**src/rtl/gpio_cfg_serializer.sv**
```systemverilog
// Serializer feeding per-pad GPIO configuration words into the pad control chain.
// Optional chain clear output serial_resetn enabled by defining GPIO_CFG_RESETN_EN.
module gpio_cfg_serializer #(
    parameter int NUM_IO   = 38,
    parameter int CFG_BITS = 13,
    parameter int CLK_DIV  = 2,
    localparam int AW = (NUM_IO > 1) ? $clog2(NUM_IO) : 1
) (
    input  logic                clk,
    input  logic                reset,
    input  logic                start,
    output logic                busy,
    output logic                done,
    output logic [AW-1:0]       cfg_addr,
    input  logic [CFG_BITS-1:0] cfg_data,
`ifdef GPIO_CFG_RESETN_EN
    output logic                serial_resetn,
`endif
    output logic                serial_clock,
    output logic                serial_data,
    output logic                serial_load
);

    localparam int DW = $clog2(2 * CLK_DIV + 1);
    localparam int BW = $clog2(CFG_BITS + 1);

    localparam logic [AW-1:0] LAST_PAD = AW'(NUM_IO - 1);
    localparam logic [DW-1:0] HALF_END = DW'(CLK_DIV - 1);
    localparam logic [DW-1:0] FULL_END = DW'(2 * CLK_DIV - 1);
    localparam logic [BW-1:0] BIT_END  = BW'(CFG_BITS - 1);

    typedef enum logic [2:0] {
        IDLE,
`ifdef GPIO_CFG_RESETN_EN
        CLEAR,
`endif
        FETCH,
        LATCH,
        SHIFT_LO,
        SHIFT_HI,
        LOAD,
        DONE
    } state_t;

    state_t              state;
    logic [CFG_BITS-1:0] shreg;
    logic [BW-1:0]       bit_cnt;
    logic [DW-1:0]       div_cnt;

    // Transfer sequencer: fetch each pad word, shift it out MSB-first, then strobe load.
    always_ff @(posedge clk or posedge reset) begin
        if (reset) begin
            state        <= IDLE;
            shreg        <= '0;
            bit_cnt      <= '0;
            div_cnt      <= '0;
            busy         <= 1'b0;
            done         <= 1'b0;
            cfg_addr     <= LAST_PAD;
            serial_clock <= 1'b0;
            serial_data  <= 1'b0;
            serial_load  <= 1'b0;
`ifdef GPIO_CFG_RESETN_EN
            serial_resetn <= 1'b0;
`endif
        end else begin
            done <= 1'b0;
            unique case (state)
                IDLE: begin
`ifdef GPIO_CFG_RESETN_EN
                    serial_resetn <= 1'b1;
`endif
                    if (start) begin
                        cfg_addr <= LAST_PAD;
                        busy     <= 1'b1;
                        div_cnt  <= '0;
`ifdef GPIO_CFG_RESETN_EN
                        serial_resetn <= 1'b0;
                        state         <= CLEAR;
`else
                        state    <= FETCH;
`endif
                    end
                end
`ifdef GPIO_CFG_RESETN_EN
                CLEAR: begin
                    if (div_cnt == FULL_END) begin
                        div_cnt       <= '0;
                        serial_resetn <= 1'b1;
                        state         <= FETCH;
                    end else begin
                        div_cnt <= div_cnt + DW'(1);
                    end
                end
`endif
                FETCH: begin
                    state <= LATCH;
                end
                LATCH: begin
                    shreg        <= cfg_data;
                    bit_cnt      <= '0;
                    div_cnt      <= '0;
                    serial_clock <= 1'b0;
                    serial_data  <= cfg_data[CFG_BITS-1];
                    state        <= SHIFT_LO;
                end
                SHIFT_LO: begin
                    if (div_cnt == HALF_END) begin
                        div_cnt      <= '0;
                        serial_clock <= 1'b1;
                        state        <= SHIFT_HI;
                    end else begin
                        div_cnt <= div_cnt + DW'(1);
                    end
                end
                SHIFT_HI: begin
                    if (div_cnt == HALF_END) begin
                        div_cnt      <= '0;
                        serial_clock <= 1'b0;
                        shreg        <= shreg << 1;
                        bit_cnt      <= bit_cnt + BW'(1);
                        if (bit_cnt == BIT_END) begin
                            if (cfg_addr == '0) begin
                                serial_data <= 1'b0;
                                serial_load <= 1'b1;
                                state       <= LOAD;
                            end else begin
                                cfg_addr <= cfg_addr - AW'(1);
                                state    <= FETCH;
                            end
                        end else begin
                            serial_data <= shreg[CFG_BITS-2];
                            state       <= SHIFT_LO;
                        end
                    end else begin
                        div_cnt <= div_cnt + DW'(1);
                    end
                end
                LOAD: begin
                    if (div_cnt == HALF_END) begin
                        serial_load <= 1'b0;
                    end
                    if (div_cnt == FULL_END) begin
                        div_cnt <= '0;
                        done    <= 1'b1;
                        busy    <= 1'b0;
                        state   <= DONE;
                    end else begin
                        div_cnt <= div_cnt + DW'(1);
                    end
                end
                DONE: begin
                    cfg_addr <= LAST_PAD;
                    state    <= IDLE;
                end
                default: begin
                    state <= IDLE;
                end
            endcase
        end
    end

endmodule
```
**config.mk**
```make
export PLATFORM = sky130hd
export DESIGN_NAME = gpio_cfg_serializer
export DESIGN_NICKNAME = d
export VERILOG_FILES = /design/src/rtl/gpio_cfg_serializer.sv
export SDC_FILE = /design/constraint.sdc
export NUM_CORES = 1
export LEC_CHECK = 0
export BUFFER_PORTS_ARGS = -buffer_cell sky130_fd_sc_hd__buf_4
export CAP_MARGIN = 20
export CORE_AREA = 2 2 95 74
export CTS_CLUSTER_DIAMETER = 200
export DETAILED_ROUTE_END_ITERATION = 10
export DIE_AREA = 0 0 97 76
export GPL_TIMING_DRIVEN = 0
export PLACE_DENSITY = 0.46
export REMOVE_ABC_BUFFERS = 1
export SLEW_MARGIN = 10
export SYNTH_ARGS = -nofsm -noshare
export SYNTH_HDL_FRONTEND = slang
export SYNTH_SLANG_ARGS = --single-unit
```
**constraint.sdc**
```tcl
create_clock -name clk -period 2.13 [get_ports clk]
set_input_delay 0.639 -clock clk [delete_from_list [all_inputs] [get_ports clk]]
set_output_delay 0.639 -clock clk [all_outputs]
set_load 0.02 [all_outputs]
```
### Word-level counts from Yosys, hierarchy flattened

Index checks and enable logic that the tools add are counted.

| operators by class | value |
|---|---|
| add/sub/neg operators | 3 |
| muxes and demuxes | 36 |
| reduce and logical (&&, ||, !) cells | 17 |
| eq/ne operators | 18 |

Operators by type and width:

| operator | number |
|---|---|
| $mux 3 | 9 |
| $mux 6 | 4 |
| $pmux 12 s2 | 1 |
| $pmux 3 s6 | 1 |
| $pmux 6 s3 | 1 |
| $ne 2x2->1 const B | 8 |
| $mux 1 | 12 |
| $mux 12 | 1 |
| $pmux 3 s4 | 1 |
| $reduce_and 5->1 | 2 |
| $eq 3x2->1 const B | 3 |
| $eq 3x3->1 const B | 3 |
| $reduce_and 3->1 | 3 |
| $pmux 4 s2 | 1 |
| $eq 3x1->1 const B | 2 |
| $logic_not 6->1 | 1 |
| $pmux 1 s2 | 3 |
| $reduce_bool 2->1 | 3 |
| $reduce_bool 3->1 | 2 |
| $sub 6x1->6 const B | 1 |
| $add 4x1->4 const B | 1 |
| $eq 4x4->1 const B | 1 |
| $mux 4 | 1 |
| $reduce_and 2->1 | 2 |
| 7 further kinds | 7 |

| word-level totals | value |
|---|---|
| bits in registers | 33 |
| output and inout port bits | 11 |
| input bits | 16 |
| word-level logic and storage cells | 84 |

### Logic depth before layout (Yosys ltp)

| depth | value |
|---|---|
| depth after elaboration | 5 |
| gate-level depth with buffers | 7 |

### Worst setup path before layout

Ideal clock, no wire load.

| path | value |
|---|---|
| kind | reg2reg |
| start point | reg cfg_addr[0] |
| end point | reg serial_data |
| stages on the path, launching flop included | 7 |
| period minus slack after synthesis | 1.672 ns |
| setup time | 0.125 ns |
| data required time | 2.005 ns |
| arrival time | 1.547 ns |
| path slack | 0.458 ns |
| cells stage by stage | dfstp_2 inv_1 ha_1 nand2b_1 nor2_1 o21ai_1 mux2_2 |

| on the way | value |
|---|---|
| longest elaborated chain between the ends | 3 |

Ends and longest elaborated chain:

| item | RTL line | text |
|---|---|---|
| from (decl) | 14 | `output logic [AW-1:0] cfg_addr,` |
| from (signal assigned) | 128 | `cfg_addr <= cfg_addr - AW'(1);` |
| $logic_not 6->1 | 123 | `if (cfg_addr == '0) begin` |
| $ne 3x3->1 (no line) | - |  |
| $reduce_and 3->1 (no line) | - |  |
| to (signal assigned) | 104 | `serial_data <= cfg_data[CFG_BITS-1];` |
| to (signal assigned) | 132 | `serial_data <= shreg[CFG_BITS-2];` |
| to (decl) | 20 | `output logic serial_data,` |

No other way between the ends.
A chain may end at the register's enable or synchronous reset.

### Final worst setup path

| path | value |
|---|---|
| start point | reg state[0] |
| end point | reg serial_data |

| on the way | value |
|---|---|
| longest elaborated chain between the ends | 3 |
| elaborated cells between the ends (all ways) | 7 |

Ends and longest elaborated chain:

| item | RTL line | text |
|---|---|---|
| from (decl) | 45 | `state_t state;` |
| from (signal assigned) | 53 | `state <= IDLE;` |
| from (signal assigned) | 81 | `state <= FETCH;` |
| from (signal assigned) | 97 | `state <= LATCH;` |
| $eq 3x3->1 or $eq 3x2->1 (tied branches) | 68 | `unique case (state)` |
| $ne 3x3->1 (no line), or another cell as far along | - |  |
| $reduce_and 3->1 (no line) | - |  |

Parallel ways exist; a longest one is shown, timed or not.

==> results.yml <==
synth:
  yosysUniqueCellTypes: 43
  synth-edff-count: 0
  asyncSetResetFlopFracSynth: 1.000
  ys.flop_type: "dfrtp_1"
  synth_area_mm2: 0.001882
  post-synth-top-area-cell: "dfrtp_1"
  yosysTopAreaCellShare: 0.3989
  ys.warnings.count: 0
  ys_ff_latch: 33
  syn_area_per_cell_um2: 8.515
  synth_area_leaders: "dfrtp_1 (40%), nand2_1 (7.2%), nor2_1 (5.0%)"
  synthesis.instances: 221
  ys_seq_area_frac: 0.4408
route:
  vias: 1636
  drc: 0
  antenna_left: 0
  wl_mm: 4.642
  first_pass_iters: 4
  drt-vias-per-instance: 4.943
  routedWlPerCell_um: 14.02
  drtIter0Drc: 91
layout:
  drive_gt1_frac: 0.2065
  synthToLayoutAreaGrowth_pct: 19.28
  final_net_count: 269
  final_common_cell: "nand2_1"
  n_antenna_cell: 0
  utilization: 0.3433
  finalInstanceArea_mm2: 0.002245
  layout_common_cells: "nand2_1 (36), buf_4 (31), dfrtp_1 (28)"
timing:
  worst_pin_slew_ps: 916.0
  fin_crit_sh: 0.9077
  fmax_mhz: 517.2
  rsz0062_at_grt: "no"
  min_period_ps: 1933
  hold_violations: 0
  setup_viol: 0
  setup_slack_ps: 196.6
  fin_skew_ps: 8.152
  slew_violations: 0
  slew_headroom: 0.3893
floorplanning:
  core.rowCount: 26
  die_y_um: 76
  die-area_mm2: 0.007372
  initial_core_util: 0.2878
  die_w_um: 97
  core-area_mm2: 0.006539
  ios: 27
worst_setup_path:
  path_max_fanout: 25
  crit_slowest_cell: "nor3b_4"
  cp-end-kind: "flop"
  setup.worst_path.start_class: "flop"
  crit_required_ps: 2360
  max_stage_delay_ps: 740
  reg2reg_slack_ps: 200
  cp.arrival_ps: 2160
  crit_type: "flop to flop"
  crit_chain: "nor3b_4 > nand3_1 > nand2_1 > mux2_2"
  rr_worst_depth: 4
  regToRegStartpoint: "state[0]"
  rr_endpoint: "serial_data"
placement:
  placed_area_mm2: 0.002108
  dp_hpwl_mm: 2.985
  pre_cts_slack_ps: -82.11
  io_buffers: 26
  globalplace.congestion: 0.7325
power:
  power.internal_mw: 0.8757
  combPwrFrac: 0.036
  power.leakage_nw: 1.023
  sw_frac_of_total: 0.2253
  p_switching_mw: 0.2547
  seq_power_share: 0.557
  clkPwrFrac: 0.407
  power_density_mw_per_mm2: 503.6
  total_power_mw: 1.130
  peakVddDrop_uv: 184.2
clocking:
  root_buffer: "clkbuf_8"
  clk_path_buf_depth: 2
  cts.sinks: 33
  cts_tree: "built"
  htreeDepth: 2
  ctsHoldBuffers: 0
  cts_made_buffers: 5
  clk_pin_slew_ps: 70
  insertion_delay_ps: 280
grt:
  grt_pass1_wl_mm: 7.569
  grt_pass1_vias: 1498
  antenna_found_initial: 0
  grt_max_degree: 34
  gr-total-overflow: 0
  gr-usage-all-layers: 0.1252
flow_run:
  maxCapViolations: 0
outcome:
  outcome: "complete, no violations"
worst_hold_path:
  hold_class: "input pin to async pin"
-- critical path: cells and delay by family, from the launching register on --
| family | cells | cell delay, ps |
|---|---|---|
| DFF | 1 | 710 |
| muxes | 1 | 150 |
| and+or+nand+nor | 3 | 1010 |
-- stage by stage --
stage | setup TNS (ps) | instances | hold WS [ps]
5_1_grt | 0 | 331 | 548.8
3_5_place_dp | -82.11 | 317 | 514.5
4_1_cts | 0 | 325 | 502.7
3_3_place_gp | -74.48 | 317 | 511.8
6_report | 0 | 331 | 473.4
2_1_floorplan | 0 | 207 | 475.3
-- synthesized netlist by cell type (2+ instances only) --
library cell,number
a21oi_1,11
a31oi_1,14
a32oi_1,2
and3_1,2
buf_1,2
buf_2,8
clkbuf_1,2
dfrtp_1,30
dfstp_2,3
ha_1,7
inv_1,12
nand2_1,36
nand2b_1,5
nand3_1,5
nor2_1,25
nor2b_1,2
nor3_1,6
o211a_1,2
o21ai_0,10
o21ai_1,8
o22ai_1,6
o2bb2ai_1,2
-- layer usage --
layer | up-vias | track usage | share of wire | wire length (µm)
met4 | 0 | 0.03380 | 0.019 | 86
met1 | 771 | 0.1942 | 0.54 | 2484
met2 | 27 | 0.1674 | 0.40 | 1869
met5 | - | 0 | 0 | 0
met3 | 10 | 0.03578 | 0.043 | 201
li1 | 828 | - | - | -
-- layout make-up --
cell class	count	area, µm²
multi-input cells	163	947.2
repair buffers	31	232.7
clock inverters	2	10.01
well taps	84	105.1
inverters	12	45.04
fillers	699	4294
clock buffers	6	72.57
flip-flops and latches	33	832.0
-- sequential cells by signal, summed over array words and instances (netlist names) --
name / count
serial_clock: 1
bit_cnt: 4
cfg_addr: 6
serial_data: 1
div_cnt: 3
shreg: 12
state: 3
serial_load: 1
busy: 1
done: 1
-- cell families (layout without fill, tap and decap cells) --
logic type                 Yosys count  count (layout)  synth area share
and+or+nand+nor                     92              92            0.2334
DFF                                 33              33            0.4408
muxes                                2               2           0.01130
adders and majority gates            7               7           0.04654
AOI/OAI and AO/OA                   61              62            0.2048
buffers and inverters               26              51           0.06317
-- what timing repair did --
item / in CTS / in global routing
setup buffers: 0 / 5
setup endpoints to repair: 1 / 14
pin swaps: 1 / 1
gates cloned: 0 / 1
resized for setup: 1 / 4
-- power by group through the flow --
stage	sequential, mW	clock (mW)	combinational (mW)
6_report	0.630	0.460	0.0412
5_1_grt	0.629	0.506	0.0473
4_1_cts	0.629	0.479	0.0429
3_5_place_dp	0.641	0	0.0430
3_3_place_gp	0.641	0	0.0426
2_1_floorplan	0.642	0	0.0130
-- worst max-delay path by stage --
stage,cells past startpoint,slack (ps),startpoint,to
floorplan,4,300,state[1],serial_data
global placement,4,-70,state[1],serial_data
detailed placement,4,-80,state[1],serial_data
CTS,4,50,state[0],serial_data
global route,4,30,state[0],cfg_addr[5]
finish,4,200,state[0],serial_data
No activity file was read; power rests on OpenSTA's default activity.
